$ cat src/rtl/fma_seq_pkg.sv
`timescale 1ns/1ps
`default_nettype none
// ============================================================================
// Package  : fma_seq_pkg
// Purpose  : Shared types and constants for the dot-product FMA sequencer.
// Revision : 1.0 - initial release
// ============================================================================
package fma_seq_pkg;

  localparam int DEF_WIDTH   = 32;
  localparam int DEF_NTERMS  = 9;
  localparam int DEF_FMA_LAT = 3;

  localparam logic [31:0] FP_ZERO = 32'h0000_0000;

  // Width needed to index n items; never narrower than one bit.
  function automatic int idx_width(input int n);
    return (n <= 1) ? 1 : $clog2(n);
  endfunction

  localparam int SLOT_IDX_W = idx_width(DEF_NTERMS);

  typedef enum logic [2:0] {
    ST_IDLE    = 3'd0,
    ST_COLLECT = 3'd1,
    ST_ISSUE   = 3'd2,
    ST_WAIT    = 3'd3,
    ST_OUT     = 3'd4
  } seq_state_e;

endpackage
`default_nettype wire

$ cat src/rtl/fma_operand_buffer.sv
`timescale 1ns/1ps
`default_nettype none
// ============================================================================
// Module   : fma_operand_buffer
// Purpose  : NTERMS a/b operand slots with indexed write, bulk clear to +0.0
//            and packed bus outputs (slot k at bits [k*WIDTH +: WIDTH]).
// Revision : 1.0 - initial release
// ============================================================================
module fma_operand_buffer
  import fma_seq_pkg::*;
#(
  parameter int WIDTH  = DEF_WIDTH,
  parameter int NTERMS = DEF_NTERMS,
  parameter int IDX_W  = SLOT_IDX_W
) (
  input  logic                    clk,
  input  logic                    rst,
  input  logic                    clr,
  input  logic                    wr_en,
  input  logic [IDX_W-1:0]        wr_idx,
  input  logic [WIDTH-1:0]        wr_a,
  input  logic [WIDTH-1:0]        wr_b,
  output logic [NTERMS*WIDTH-1:0] slot_a,
  output logic [NTERMS*WIDTH-1:0] slot_b
);

  logic [NTERMS*WIDTH-1:0] slot_a_q, slot_a_d;
  logic [NTERMS*WIDTH-1:0] slot_b_q, slot_b_d;

  // Clear has priority so a finished group never leaks into the next one.
  always_comb begin
    slot_a_d = slot_a_q;
    slot_b_d = slot_b_q;
    if (clr) begin
      for (int k = 0; k < NTERMS; k++) begin
        slot_a_d[k*WIDTH +: WIDTH] = WIDTH'(FP_ZERO);
        slot_b_d[k*WIDTH +: WIDTH] = WIDTH'(FP_ZERO);
      end
    end else if (wr_en) begin
      for (int k = 0; k < NTERMS; k++) begin
        if (wr_idx == IDX_W'(k)) begin
          slot_a_d[k*WIDTH +: WIDTH] = wr_a;
          slot_b_d[k*WIDTH +: WIDTH] = wr_b;
        end
      end
    end
  end

  // Slot storage.
  always_ff @(posedge clk or negedge rst) begin
    if (!rst) begin
      slot_a_q <= '0;
      slot_b_q <= '0;
    end else begin
      slot_a_q <= slot_a_d;
      slot_b_q <= slot_b_d;
    end
  end

  assign slot_a = slot_a_q;
  assign slot_b = slot_b_q;

endmodule
`default_nettype wire

$ cat src/rtl/fma_dot_sequencer.sv
`timescale 1ns/1ps
`default_nettype none
// ============================================================================
// Module   : fma_dot_sequencer
// Purpose  : Packs a valid/ready stream of (a,b) pairs into NTERMS-wide groups,
//            issues them to the dot-product FMA with the running accumulator
//            as C, and returns the final dot product on a valid/ready output.
// Options  : FMA_SEQ_PERF_EN - adds perf_clr input and saturating
//            perf_groups / perf_stall counters.
// Revision : 1.0 - initial release
// ============================================================================
module fma_dot_sequencer
  import fma_seq_pkg::*;
#(
  parameter int WIDTH   = DEF_WIDTH,
  parameter int NTERMS  = DEF_NTERMS,
  parameter int FMA_LAT = DEF_FMA_LAT
`ifdef FMA_SEQ_PERF_EN
  ,
  parameter int CNT_W   = 32
`endif
) (
  input  logic                    clk,
  input  logic                    rst,
  input  logic                    in_valid,
  output logic                    in_ready,
  input  logic [WIDTH-1:0]        in_a,
  input  logic [WIDTH-1:0]        in_b,
  input  logic                    in_last,
  input  logic [WIDTH-1:0]        in_c_init,
  output logic [NTERMS*WIDTH-1:0] fma_a,
  output logic [NTERMS*WIDTH-1:0] fma_b,
  output logic [WIDTH-1:0]        fma_c,
  output logic [1:0]              fma_rnd,
  input  logic [WIDTH-1:0]        fma_result,
  output logic                    out_valid,
  input  logic                    out_ready,
  output logic [WIDTH-1:0]        out_data
`ifdef FMA_SEQ_PERF_EN
  ,
  input  logic                    perf_clr,
  output logic [CNT_W-1:0]        perf_groups,
  output logic [CNT_W-1:0]        perf_stall
`endif
);

  localparam int IDX_W  = idx_width(NTERMS);
  localparam int WAIT_W = idx_width(FMA_LAT + 1);
  localparam logic [IDX_W-1:0]  LAST_IDX = IDX_W'(NTERMS - 1);
  localparam logic [WAIT_W-1:0] WAIT_LD  = WAIT_W'(FMA_LAT);

  seq_state_e              state_q, state_d;
  logic [IDX_W-1:0]        idx_q, idx_d;
  logic                    first_q, first_d;
  logic                    last_grp_q, last_grp_d;
  logic [WAIT_W-1:0]       cnt_q, cnt_d;
  logic [WIDTH-1:0]        acc_q, acc_d;
  logic [NTERMS*WIDTH-1:0] fma_a_q, fma_a_d;
  logic [NTERMS*WIDTH-1:0] fma_b_q, fma_b_d;
  logic [WIDTH-1:0]        fma_c_q, fma_c_d;
  logic [WIDTH-1:0]        out_data_q, out_data_d;

  logic                    buf_clr;
  logic                    buf_wr;
  logic [NTERMS*WIDTH-1:0] slot_a;
  logic [NTERMS*WIDTH-1:0] slot_b;

  fma_operand_buffer #(
    .WIDTH  (WIDTH),
    .NTERMS (NTERMS),
    .IDX_W  (IDX_W)
  ) u_buf (
    .clk    (clk),
    .rst    (rst),
    .clr    (buf_clr),
    .wr_en  (buf_wr),
    .wr_idx (idx_q),
    .wr_a   (in_a),
    .wr_b   (in_b),
    .slot_a (slot_a),
    .slot_b (slot_b)
  );

  // Next-state, datapath updates and slot-buffer control.
  always_comb begin
    state_d    = state_q;
    idx_d      = idx_q;
    first_d    = first_q;
    last_grp_d = last_grp_q;
    cnt_d      = cnt_q;
    acc_d      = acc_q;
    fma_a_d    = fma_a_q;
    fma_b_d    = fma_b_q;
    fma_c_d    = fma_c_q;
    out_data_d = out_data_q;
    buf_clr    = 1'b0;
    buf_wr     = 1'b0;
    case (state_q)
      ST_IDLE: begin
        buf_clr = 1'b1;
        state_d = ST_COLLECT;
      end
      ST_COLLECT: begin
        if (in_valid) begin
          buf_wr = 1'b1;
          idx_d  = idx_q + 1'b1;
          if (first_q) begin
            acc_d   = in_c_init;
            first_d = 1'b0;
          end
          if ((idx_q == LAST_IDX) || in_last) begin
            last_grp_d = in_last;
            state_d    = ST_ISSUE;
          end
        end
      end
      ST_ISSUE: begin
        fma_a_d = slot_a;
        fma_b_d = slot_b;
        fma_c_d = acc_q;
        cnt_d   = WAIT_LD;
        state_d = ST_WAIT;
      end
      ST_WAIT: begin
        if (cnt_q == '0) begin
          // Result of this group becomes C for the next one.
          acc_d   = fma_result;
          idx_d   = '0;
          buf_clr = 1'b1;
          if (last_grp_q) begin
            out_data_d = fma_result;
            state_d    = ST_OUT;
          end else begin
            state_d = ST_COLLECT;
          end
        end else begin
          cnt_d = cnt_q - 1'b1;
        end
      end
      ST_OUT: begin
        if (out_ready) begin
          first_d = 1'b1;
          state_d = ST_COLLECT;
        end
      end
      default: state_d = ST_IDLE;
    endcase
  end

  // Sequencer state and datapath registers.
  always_ff @(posedge clk or negedge rst) begin
    if (!rst) begin
      state_q    <= ST_IDLE;
      idx_q      <= '0;
      first_q    <= 1'b1;
      last_grp_q <= 1'b0;
      cnt_q      <= '0;
      acc_q      <= '0;
      fma_a_q    <= '0;
      fma_b_q    <= '0;
      fma_c_q    <= '0;
      out_data_q <= '0;
    end else begin
      state_q    <= state_d;
      idx_q      <= idx_d;
      first_q    <= first_d;
      last_grp_q <= last_grp_d;
      cnt_q      <= cnt_d;
      acc_q      <= acc_d;
      fma_a_q    <= fma_a_d;
      fma_b_q    <= fma_b_d;
      fma_c_q    <= fma_c_d;
      out_data_q <= out_data_d;
    end
  end

  assign in_ready  = (state_q == ST_COLLECT);
  assign out_valid = (state_q == ST_OUT);
  assign out_data  = out_data_q;
  assign fma_a     = fma_a_q;
  assign fma_b     = fma_b_q;
  assign fma_c     = fma_c_q;
  assign fma_rnd   = 2'b00;

`ifdef FMA_SEQ_PERF_EN
  logic [CNT_W-1:0] perf_groups_q, perf_groups_d;
  logic [CNT_W-1:0] perf_stall_q, perf_stall_d;

  // Saturating issue and stall counters with synchronous clear.
  always_comb begin
    perf_groups_d = perf_groups_q;
    perf_stall_d  = perf_stall_q;
    if (perf_clr) begin
      perf_groups_d = '0;
      perf_stall_d  = '0;
    end else begin
      if ((state_q == ST_ISSUE) && (perf_groups_q != '1))
        perf_groups_d = perf_groups_q + 1'b1;
      if (((state_q == ST_WAIT) || ((state_q == ST_OUT) && !out_ready)) &&
          (perf_stall_q != '1))
        perf_stall_d = perf_stall_q + 1'b1;
    end
  end

  // Counter registers.
  always_ff @(posedge clk or negedge rst) begin
    if (!rst) begin
      perf_groups_q <= '0;
      perf_stall_q  <= '0;
    end else begin
      perf_groups_q <= perf_groups_d;
      perf_stall_q  <= perf_stall_d;
    end
  end

  assign perf_groups = perf_groups_q;
  assign perf_stall  = perf_stall_q;
`endif

endmodule
`default_nettype wire

$ cat config.mk
export PLATFORM = sky130hd
export DESIGN_NAME = fma_dot_sequencer
export DESIGN_NICKNAME = d
export VERILOG_FILES = /design/src/rtl/fma_seq_pkg.sv /design/src/rtl/fma_operand_buffer.sv /design/src/rtl/fma_dot_sequencer.sv
export SDC_FILE = /design/constraint.sdc
export NUM_CORES = 1
export LEC_CHECK = 0
export BUFFER_PORTS_ARGS = -buffer_cell sky130_fd_sc_hd__buf_2
export CAP_MARGIN = 10
export CELL_PAD_IN_SITES_DETAIL_PLACEMENT = 0
export CELL_PAD_IN_SITES_GLOBAL_PLACEMENT = 1
export CORE_ASPECT_RATIO = 0.5
export CORE_UTILIZATION = 48
export CTS_BUF_LIST = sky130_fd_sc_hd__clkbuf_16
export DETAILED_ROUTE_END_ITERATION = 16
export PLACE_DENSITY_LB_ADDON = 0.3
export SYNTH_ARGS = -nofsm -noshare
export SYNTH_HDL_FRONTEND = slang
export SYNTH_HIERARCHICAL = 1
export SYNTH_SLANG_ARGS = --single-unit
$ cat constraint.sdc
create_clock -name clk -period 2.69 [get_ports clk]
set_input_delay 0.269 -clock clk [delete_from_list [all_inputs] [get_ports clk]]
set_output_delay 0.269 -clock clk [all_outputs]
set_load 0.02 [all_outputs]
==> metrics.yaml <==
ys_ff_latch: 1259
critPathMaxFanout: 65
wl_per_cell_microns: 23.45
grt_util_all_layers_pct: 24.07
hp-class: "in2reg"
status: "complete, no violations"
async_reset_ff_share_pct: 100.0
min_period_ps: 2416
synth_top_area_share_pct: 57.55
clk_pin_slew_ps: 60
p_int_uw: 46570
cp_data_required_time_ps: 3240
via_count: 30600
p_clk_share_pct: 22.4
clock_tree.root_cell: "clkbuf_16"
top_usage_layer: "met2"
cts_tree: "done"
slew_viol_final: 0
grt_overflow: 0
finalSetupTns_ps: 0
setup_viol: 0
max_slew.worst_pin.slew_ps: 930.9
core.rowCount: 87
die_w_microns: 479.4
antenna_found_initial: 9
drive_gt1_share_pct: 39.79
place_ws_ps: 265.6
postLayoutCoreUtil_pct: 57.16
cts.sinks: 1259
use_met1_pct: 31.12
place.detailed.hpwl_microns: 92670
clk_path_buf_depth: 3
synth_edf_count: 0
grt_pass1_vias: 32800
io_pins: 777
route.detailed.drc: 0
viasPerCell: 5.093
synth.distinct_cells: 43
ctsHtreeMaxLevel: 3
comb_power_share_pct: 38.2
cts_resized: 0
netlist_area_sq_um: 54700
finClkSkew_ps: 21.43
synth_warnings: 6
met3_usage_pct: 3.586
crit_type: "reg2reg"
power_leakage_uw: 0.03550
p_sw_share_pct: 35.55
syn_to_final_growth_pct: 17.84
slew_headroom_pct: 37.94
min_period_over_period_pct: 89.83
start_util_pct: 48.50
yosys.cell_count.top_type: "dfrtp_1"
timing.fmax_ghz: 0.4138
yosysTopAreaCell: "dfrtp_1"
avgSynthCellArea_sq_um: 15.50
ys.flop_type: "dfrtp_1"
layout_setup_ws_ps: 273.5
drtPass1Iterations: 5
grt_max_degree: 111
grt_pass1_wl_microns: 210100
synthCells: 3530
ant_nets: 0
io_buffer_count: 774
synth_common_cells: "1258 x dfrtp_1, 656 x mux2_4, 642 x nand2b_1"
powerDensity_nw_per_um2: 1121
netlist_top_cells_area: "dfrtp_1 58%, mux2_4 18%, mux2i_1 11%, nand2b_1 7.3%, buf_12 2.5%"
numCtsBuffers: 111
grt_use_met2_pct: 40.76
seqPwrFrac_pct: 39.4
rsz0062_at_grt: "no"
die_h_microns: 240.7
clock_latency_ps: 720
vdd_drop_max_mv: 0.5679
ys_seq_area_share_pct: 57.60
drt_wl_total_microns: 140900
gp_congestion: 0.8278
endpoint_kind: "flip-flop"
dieArea_sq_um: 115400
coreArea_sq_um: 112800
first_iter_violations: 1944
whs_path_depth: 4
hold_viol: 0
reg2regPathDepth: 9
start_kind: "flip-flop"
maxCapViolCount: 0
cp.arrival_ps: 2970
power.switching_uw: 25690
final_net_count: 4531
[what timing repair did]
action | in CTS | in global routing
hold buffers | 94 | 0
hold endpoints to repair | 426 | 0
setup buffers | 0 | 0
[stage by stage]
stage               power, uW  std cells  hold slack (ps)  area [sq um]
floorplan               47770       3531           -26.59         54700
global placement        55810       5701            285.8         59870
detailed placement      56390       5701            280.9         59870
CTS                     72980       5999            2.156         64430
global route            75630       6008            27.11         64450
finish                  72260       6009            59.77         64460
[layout by cell type (no fill, tap or decap), types with 5 or more instances in the layout]
| master | instances |
|---|---|
| buf_12 | 49 |
| buf_4 | 114 |
| mux2i_1 | 581 |
| mux2_4 | 656 |
| nand2_1 | 7 |
| mux2_2 | 17 |
| diode_2 | 10 |
| bufinv_16 | 13 |
| clkinv_1 | 17 |
| clkinv_2 | 16 |
| buf_2 | 773 |
| nand2b_1 | 642 |
| mux2_1 | 31 |
| dlygate4sd3_1 | 94 |
| clkinvlp_4 | 5 |
| inv_1 | 37 |
| clkbuf_16 | 114 |
| dfrtp_1 | 1258 |
[worst max-delay path: stages, from the launching register on]
cell and delay, ps:
dfrtp_1 390, inv_1 60, ha_1 310, nand3_1 170, a21oi_4 260, buf_12 170
buf_12 220, buf_4 370, nand2b_1 170, mux2i_1 70
[area by class of cell]
cell class	instances	area (sq um)
antenna	10	25.02
clock buffer	114	2853
clock inverter	90	765.7
fill	9097	48320
inverter	6	22.52
multi-input combinational	1987	20740
sequential	1259	31510
tap	1513	1893
timing repair buffer	1030	6646
[final timing paths]
kind	end	from	slack (ps)
setup / recovery	u_buf/slot_b[161]	cnt_q[0]	270
hold / removal	u_buf/slot_a[134]	in_a[6]	60
setup reg to reg	u_buf/slot_b[161]	cnt_q[0]	270
hold reg to reg	cnt_q[0]	cnt_q[0]	480
max in group asynchronous	acc_q[4]	rst	1420
min in group asynchronous	u_buf/slot_b[53]	rst	150
[per-layer routing]
metal  part of all wire, %  up-vias
met4                   4.1        0
li1                      -    13660
met5                     0        -
met2                    50      533
met1                    43    16170
met3                   3.1      236
[cells by family after synthesis]
family                     Yosys count  synth area share (%)
AOI/OAI and AO/OA                   10                0.1395
xor gates and xnor gates             1               0.01602
adders and majority gates            3               0.06863
buffers and inverters              285                 4.630
DFF                               1259                 57.60
muxes                             1285                 29.63
other                                1              0.006856
and+or+nand+nor                    686                 7.910
[power groups by stage]
stage	Clock (uW)	Sequential (uW)	Combinational, uW
final	16200	28400	27600
after global routing	17300	29000	29300
after CTS	16600	28500	27900
after detailed placement	0	28700	27700
after global placement	0	28500	27300
after floorplan	0	31500	16300
[flip-flops by register name, indices dropped and copies added, names as in the netlist]
register,flops
acc_q,32
cnt_q,2
first_q,1
fma_a,288
fma_b,288
fma_c,32
idx_q,4
last_grp_q,1
out_data,32
state_q,3
u_buf/slot_a,288
u_buf/slot_b,288
Note: power is estimated with default switching activity, not from simulation.
